File: config.mk
export PLATFORM = sky130hd
export DESIGN_NAME = our_data_type_one_tx
export DESIGN_NICKNAME = d
export VERILOG_FILES = /design/src/rtl/our_data_type_one_pkg.sv /design/src/rtl/our_data_type_one_tx_byte_out_reg.sv /design/src/rtl/our_data_type_one_tx.sv
export SDC_FILE = /design/constraint.sdc
export NUM_CORES = 2
export LEC_CHECK = 0
export BUFFER_PORTS_ARGS = -buffer_cell sky130_fd_sc_hd__buf_2
export CAP_MARGIN = 20
export CORE_AREA = 2 2 403 405
export DETAILED_ROUTE_END_ITERATION = 8
export DIE_AREA = 0 0 405 407
export GPL_TIMING_DRIVEN = 0
export PLACE_DENSITY = 0.58
export SLEW_MARGIN = 20
export SYNTH_ARGS = -nofsm -noshare
export SYNTH_HDL_FRONTEND = slang
export SYNTH_SLANG_ARGS = --single-unit
File: constraint.sdc
create_clock -name clock -period 48.7 [get_ports clock]
set_input_delay 9.74 -clock clock [delete_from_list [all_inputs] [get_ports clock]]
set_output_delay 9.74 -clock clock [all_outputs]
set_load 0.05 [all_outputs]
File: src/rtl/our_data_type_one_pkg.sv
`default_nettype none
// ============================================================================
// Module   : our_data_type_one_pkg
// Brief    : Constants and state encoding shared by the type ONE tx/rx blocks.
// Revision : 1.0 - initial release
// ============================================================================
package our_data_type_one_pkg;

  localparam int HDR_WORDS_DEF  = 31;
  localparam int DATA_WORDS_DEF = 200;
  localparam int HDR_BYTES      = 4 * HDR_WORDS_DEF;
  localparam int PKT_BYTES      = HDR_BYTES + 2 * DATA_WORDS_DEF;

  typedef enum logic [1:0] {
    ST_IDLE    = 2'd0,
    ST_HEADER  = 2'd1,
    ST_PAYLOAD = 2'd2,
    ST_TRAILER = 2'd3
  } tx_state_t;

endpackage
`default_nettype wire

File: src/rtl/our_data_type_one_tx_byte_out_reg.sv
`default_nettype none
// ============================================================================
// Module   : byte_out_reg
// Brief    : Valid/ready byte holding register; loads when empty or accepted.
// Revision : 1.0 - initial release
// ============================================================================
module byte_out_reg (
  input  logic       clock,
  input  logic       aclr,
  input  logic       load,
  input  logic [7:0] din,
  input  logic       tx_ready,
  output logic       can_load,
  output logic [7:0] dataout,
  output logic       dout_valid
);

  assign can_load = ~dout_valid | tx_ready;

  // An accepted byte with nothing new to load leaves the register empty.
  always_ff @(posedge clock or posedge aclr) begin
    if (aclr) begin
      dataout    <= 8'd0;
      dout_valid <= 1'b0;
    end else if (can_load) begin
      dout_valid <= load;
      if (load) dataout <= din;
    end
  end

endmodule
`default_nettype wire

File: src/rtl/our_data_type_one_tx.sv
`default_nettype none
// ============================================================================
// Module   : our_data_type_one_tx
// Brief    : Serializes a 992-bit header plus FIFO payload as a type ONE byte
//            stream. Optional trailer checksum: OUR_TYPE_ONE_TX_CHECKSUM_EN.
// Revision : 1.0 - initial release
// ============================================================================
module our_data_type_one_tx
  import our_data_type_one_pkg::*;
#(
  parameter int HDR_WORDS  = HDR_WORDS_DEF,
  parameter int DATA_WORDS = DATA_WORDS_DEF
) (
  input  logic                    clock,
  input  logic                    aclr,
  input  logic                    start,
  input  logic [32*HDR_WORDS-1:0] i_header,
  input  logic [15:0]             fifo_q,
  input  logic                    fifo_empty,
  output logic                    fifo_rdreq,
  output logic [7:0]              dataout,
  output logic                    dout_valid,
  input  logic                    tx_ready,
  output logic                    busy,
  output logic                    done
);

  localparam int         c_HDR_BITS  = 32 * HDR_WORDS;
  localparam int         c_HDR_BYTES = 4 * HDR_WORDS;
  localparam int         c_PKT_BYTES = c_HDR_BYTES + 2 * DATA_WORDS;
  localparam logic [9:0] c_LAST_HDR  = 10'(c_HDR_BYTES - 1);
  localparam logic [9:0] c_LAST_PAY  = 10'(c_PKT_BYTES - 1);
`ifdef OUR_TYPE_ONE_TX_CHECKSUM_EN
  localparam logic [9:0] c_TRL_HI    = 10'(c_PKT_BYTES);
  localparam logic [9:0] c_TRL_LO    = 10'(c_PKT_BYTES + 1);
  logic [15:0]           r_csum;
`endif

  tx_state_t             r_state;
  logic [c_HDR_BITS-1:0] r_hdr;
  logic [9:0]            r_cnt;     // index of the next byte to load
  logic                  r_busy;
  logic                  r_done;

  logic                  w_can_load;
  logic                  w_load;
  logic                  w_pop;
  logic [7:0]            w_byte;

  // Header and payload word alignment keep the low byte on odd indices.
  always_comb begin
    w_load = 1'b0;
    w_pop  = 1'b0;
    w_byte = 8'd0;
    case (r_state)
      ST_IDLE: begin
        if (start && !r_busy && w_can_load) begin
          w_load = 1'b1;
          w_byte = i_header[c_HDR_BITS-1 -: 8];
        end
      end
      ST_HEADER: begin
        if (w_can_load) begin
          w_load = 1'b1;
          w_byte = r_hdr[c_HDR_BITS-1 -: 8];
        end
      end
      ST_PAYLOAD: begin
        if (w_can_load && !fifo_empty) begin
          w_load = 1'b1;
          w_pop  = r_cnt[0];
          w_byte = r_cnt[0] ? fifo_q[7:0] : fifo_q[15:8];
        end
      end
`ifdef OUR_TYPE_ONE_TX_CHECKSUM_EN
      ST_TRAILER: begin
        if (w_can_load) begin
          w_load = 1'b1;
          w_byte = (r_cnt == c_TRL_HI) ? r_csum[15:8] : r_csum[7:0];
        end
      end
`endif
      default: ;
    endcase
  end

  // Byte 0 goes straight from i_header so valid rises with busy.
  always_ff @(posedge clock or posedge aclr) begin
    if (aclr) begin
      r_state <= ST_IDLE;
      r_hdr   <= '0;
      r_cnt   <= 10'd0;
      r_busy  <= 1'b0;
      r_done  <= 1'b0;
`ifdef OUR_TYPE_ONE_TX_CHECKSUM_EN
      r_csum  <= 16'd0;
`endif
    end else begin
      r_done <= 1'b0;
      if (w_load) r_cnt <= r_cnt + 10'd1;
      case (r_state)
        ST_IDLE: begin
          if (start && !r_busy) begin
            r_hdr   <= i_header << 8;
            r_cnt   <= 10'd1;
            r_busy  <= 1'b1;
            r_state <= ST_HEADER;
`ifdef OUR_TYPE_ONE_TX_CHECKSUM_EN
            r_csum  <= 16'd0;
`endif
          end else if (r_busy && dout_valid && tx_ready) begin
            r_busy <= 1'b0;
            r_done <= 1'b1;
          end
        end
        ST_HEADER: begin
          if (w_load) begin
            r_hdr <= r_hdr << 8;
            if (r_cnt == c_LAST_HDR) r_state <= ST_PAYLOAD;
          end
        end
        ST_PAYLOAD: begin
          if (w_pop) begin
`ifdef OUR_TYPE_ONE_TX_CHECKSUM_EN
            r_csum <= r_csum + fifo_q;
            if (r_cnt == c_LAST_PAY) r_state <= ST_TRAILER;
`else
            if (r_cnt == c_LAST_PAY) r_state <= ST_IDLE;
`endif
          end
        end
`ifdef OUR_TYPE_ONE_TX_CHECKSUM_EN
        ST_TRAILER: begin
          if (w_load && r_cnt == c_TRL_LO) r_state <= ST_IDLE;
        end
`endif
        default: r_state <= ST_IDLE;
      endcase
    end
  end

  byte_out_reg u_byte_out_reg (
    .clock      (clock),
    .aclr       (aclr),
    .load       (w_load),
    .din        (w_byte),
    .tx_ready   (tx_ready),
    .can_load   (w_can_load),
    .dataout    (dataout),
    .dout_valid (dout_valid)
  );

  assign fifo_rdreq = w_pop;
  assign busy       = r_busy;
  assign done       = r_done;

endmodule
`default_nettype wire

==> qor.yml <==
die:
  core_mm2: 0.1602
  die_w_um: 405
  placementRows: 147
  die_h_um: 407
  io_pins: 1025
  die_area_mm2: 0.1648
  initial_core_util_pct: 32.84
run:
  cap_violations: 0
synthesis:
  async_reset_ff_share_pct: 100.0
  ys_ff_latch: 1007
  synth.cell_area_mm2: 0.05261
  avgSynthCellArea_um2: 15.79
  synth_fp_nets: 4346
  yosysWarnings: 0
  ys_types: 42
  syn_inst: 3332
  ys.flop_type: "dfrtp_1"
  synth_edf_count: 0
  ys_seq_area_share_pct: 47.90
global_routing:
  grt_pass1_vias: 34520
  grt_antenna_before_repair: 152
  grt_pass1_wl_mm: 238.0
  grt_overflow: 0
  grt_start_max_net_pins: 98
  track_usage_pct: 19.60
setup_path:
  end_kind: "primary output"
  reg2reg_depth: 7
  critical_path_class: "in -> out"
  crit_arrival_ps: 11370
  cp.required_ps: 38960
  crit_path_start_kind: "input pin"
  path_max_fanout: 10
finish:
  syn_to_final_growth_pct: 23.38
  fin_nets: 5500
  drive_gt1_share_pct: 60.69
  design_area_mm2: 0.06491
clock_network:
  cts_sinks: 1007
  cts_tree: "built"
  cts_resized: 0
  cts_setup_buffers: 0
  cts_made_buffers: 116
  hold_buffers: 0
  insertion_delay_ps: 750
  clk_pin_slew_ps: 60
  cts.htree.levels: 3
  cts_root_buf: "clkbuf_16"
  cts_buffer_depth: 3
power_and_ir_drop:
  ir_drop_mv: 0.03881
  total_power_mw: 4.444
  p_per_area_mw_per_mm2: 68.47
  p_leak_nw: 30.20
sta:
  setup_viol: 0
  drv_slew: 0
  rsz0062_at_grt: "false"
  fin_crit_ps: 21110
  hold_viol_final: 0
  min_period_over_period_pct: 43.35
  worst_pin_slew_ps: 669.9
  slew_headroom_pct: 55.34
  fin_skew_ps: 62.02
  fmax_mhz: 47.37
placed_design:
  dpl_cell_area_mm2: 0.06078
  io_buffers: 1024
  post-dp-hpwl_mm: 131.2
  globalplace.congestion: 0.8894
run_status:
  outcome: "complete, no violations"
worst_hold_path:
  whs_path_depth: 1
  hp-class: "reg -> reg"
routing:
  wl_per_cell_um: 24.42
  vias: 32250
  routed_wl_mm: 165.9
  viasPerCell: 4.746
  drc: 0
  ant_nets: 0
  first_pass_iters: 7
  drtIter0Drc: 1391
critical path, stage by stage:
cell	delay (ps)
buf_2	80
and2b_4	220
or3_1	340
buf_2	170
buf_2	200
nor2_1	240
buf_2	370
cell usage after synthesis, drive strengths merged, types with 2 or more instances:
library cell	n	area, µm²
a211oi	3	22.52
a21oi	10	50.05
a221o	4	40.04
a22oi	4	30.03
a2bb2oi	4	35.03
buf	220	2502
clkbuf	13	48.80
dfrtp	1007	25200
inv	12	45.04
mux2	1957	23950
mux2i	16	160.2
nand2	11	41.29
nand2b	10	70.06
nand3	7	35.03
nand4	2	12.51
nor2	4	30.03
nor3	4	20.02
nor4	8	50.05
o21ai	13	65.06
o41ai	8	70.07
or3	3	18.77
or4b	2	20.02
power breakdown:
part	internal [mW]	total (mW)	switching, mW
combinational	1.27	2.01	0.735
clock	0.533	0.914	0.381
sequential	1.28	1.52	0.246
flip-flops by register name (all words and copies together) (netlist names):
signal	cells
r_state	2
u_byte_out_reg.dataout	8
u_byte_out_reg.dout_valid	1
r_cnt	10
r_hdr	984
done	1
busy	1
path summary, 6_finish.rpt:
path	endpoint	slack [ps]	startpoint
worst max-delay path	fifo_rdreq	27590	tx_ready
worst min-delay path	r_hdr[34]	480	r_hdr[34]
worst max register to register	r_hdr[77]	46140	r_state[1]
worst min register to register	r_hdr[34]	480	r_hdr[34]
max in group asynchronous	r_hdr[644]	37460	aclr
min in group asynchronous	r_hdr[251]	8940	aclr
per-layer routing:
metal | part of all wire (%) | vias to the layer above | global-route usage, %
li1 | - | 14530 | -
met1 | 42 | 16300 | 24.46
met2 | 48 | 899 | 32.61
met3 | 6.4 | 405 | 5.340
met4 | 3.2 | 110 | 6.651
met5 | 0.42 | - | 0
area by class of cell:
class                           count  area [µm²]
Fill cell                       15180       95290
Sequential cell                  1007       25200
Multi-Input combinational cell   2080       24820
Timing Repair Buffer             1036        5455
Clock buffer                      173        3407
Tap cell                         2160        2703
Buffer                            233        2551
Clock inverter                     46       610.6
Antenna cell                       47       117.6
Inverter                           12       52.55
through the flow:
step	std cells	util [%]	setup slack, ps	TNS [ps]	hold slack (ps)
4_1_cts	6747	40.45	27600	0	485.1
3_3_place_gp	6516	37.73	-3430	-3164260	463.0
2_1_floorplan	3332	-	10630	0	454.1
3_5_place_dp	6528	37.94	27610	0	470.8
6_report	6794	40.52	27590	0	478.8
5_1_grt	6784	40.50	27510	0	498.1
placed cells by master, fill, tap and decap left out, drive strengths merged, types with 2 or more instances in the layout:
master / n
nand4: 2
a221o: 4
nand2: 11
or4b: 2
nor2: 4
o21ai: 13
a2bb2oi: 4
clkbuf: 186
inv: 14
nor3: 4
clkinvlp: 3
o41ai: 8
mux2: 1957
a22oi: 4
a21oi: 10
dfrtp: 1007
nand3: 7
buf: 1256
a211oi: 3
nand2b: 10
or3: 3
nor4: 8
mux2i: 16
diode: 47
bufinv: 9
clkinv: 32
cell families after synthesis:
| logic type | share of synthesized area (%) |
|---|---|
| muxes | 45.83 |
| DFF | 47.90 |
| buffers and inverters | 4.935 |
| and+or+nand+nor | 0.6278 |
| AOI/OAI and AO/OA | 0.6873 |
| adders and majority gates | 0.02378 |
(Power assumes the default switching activity.)
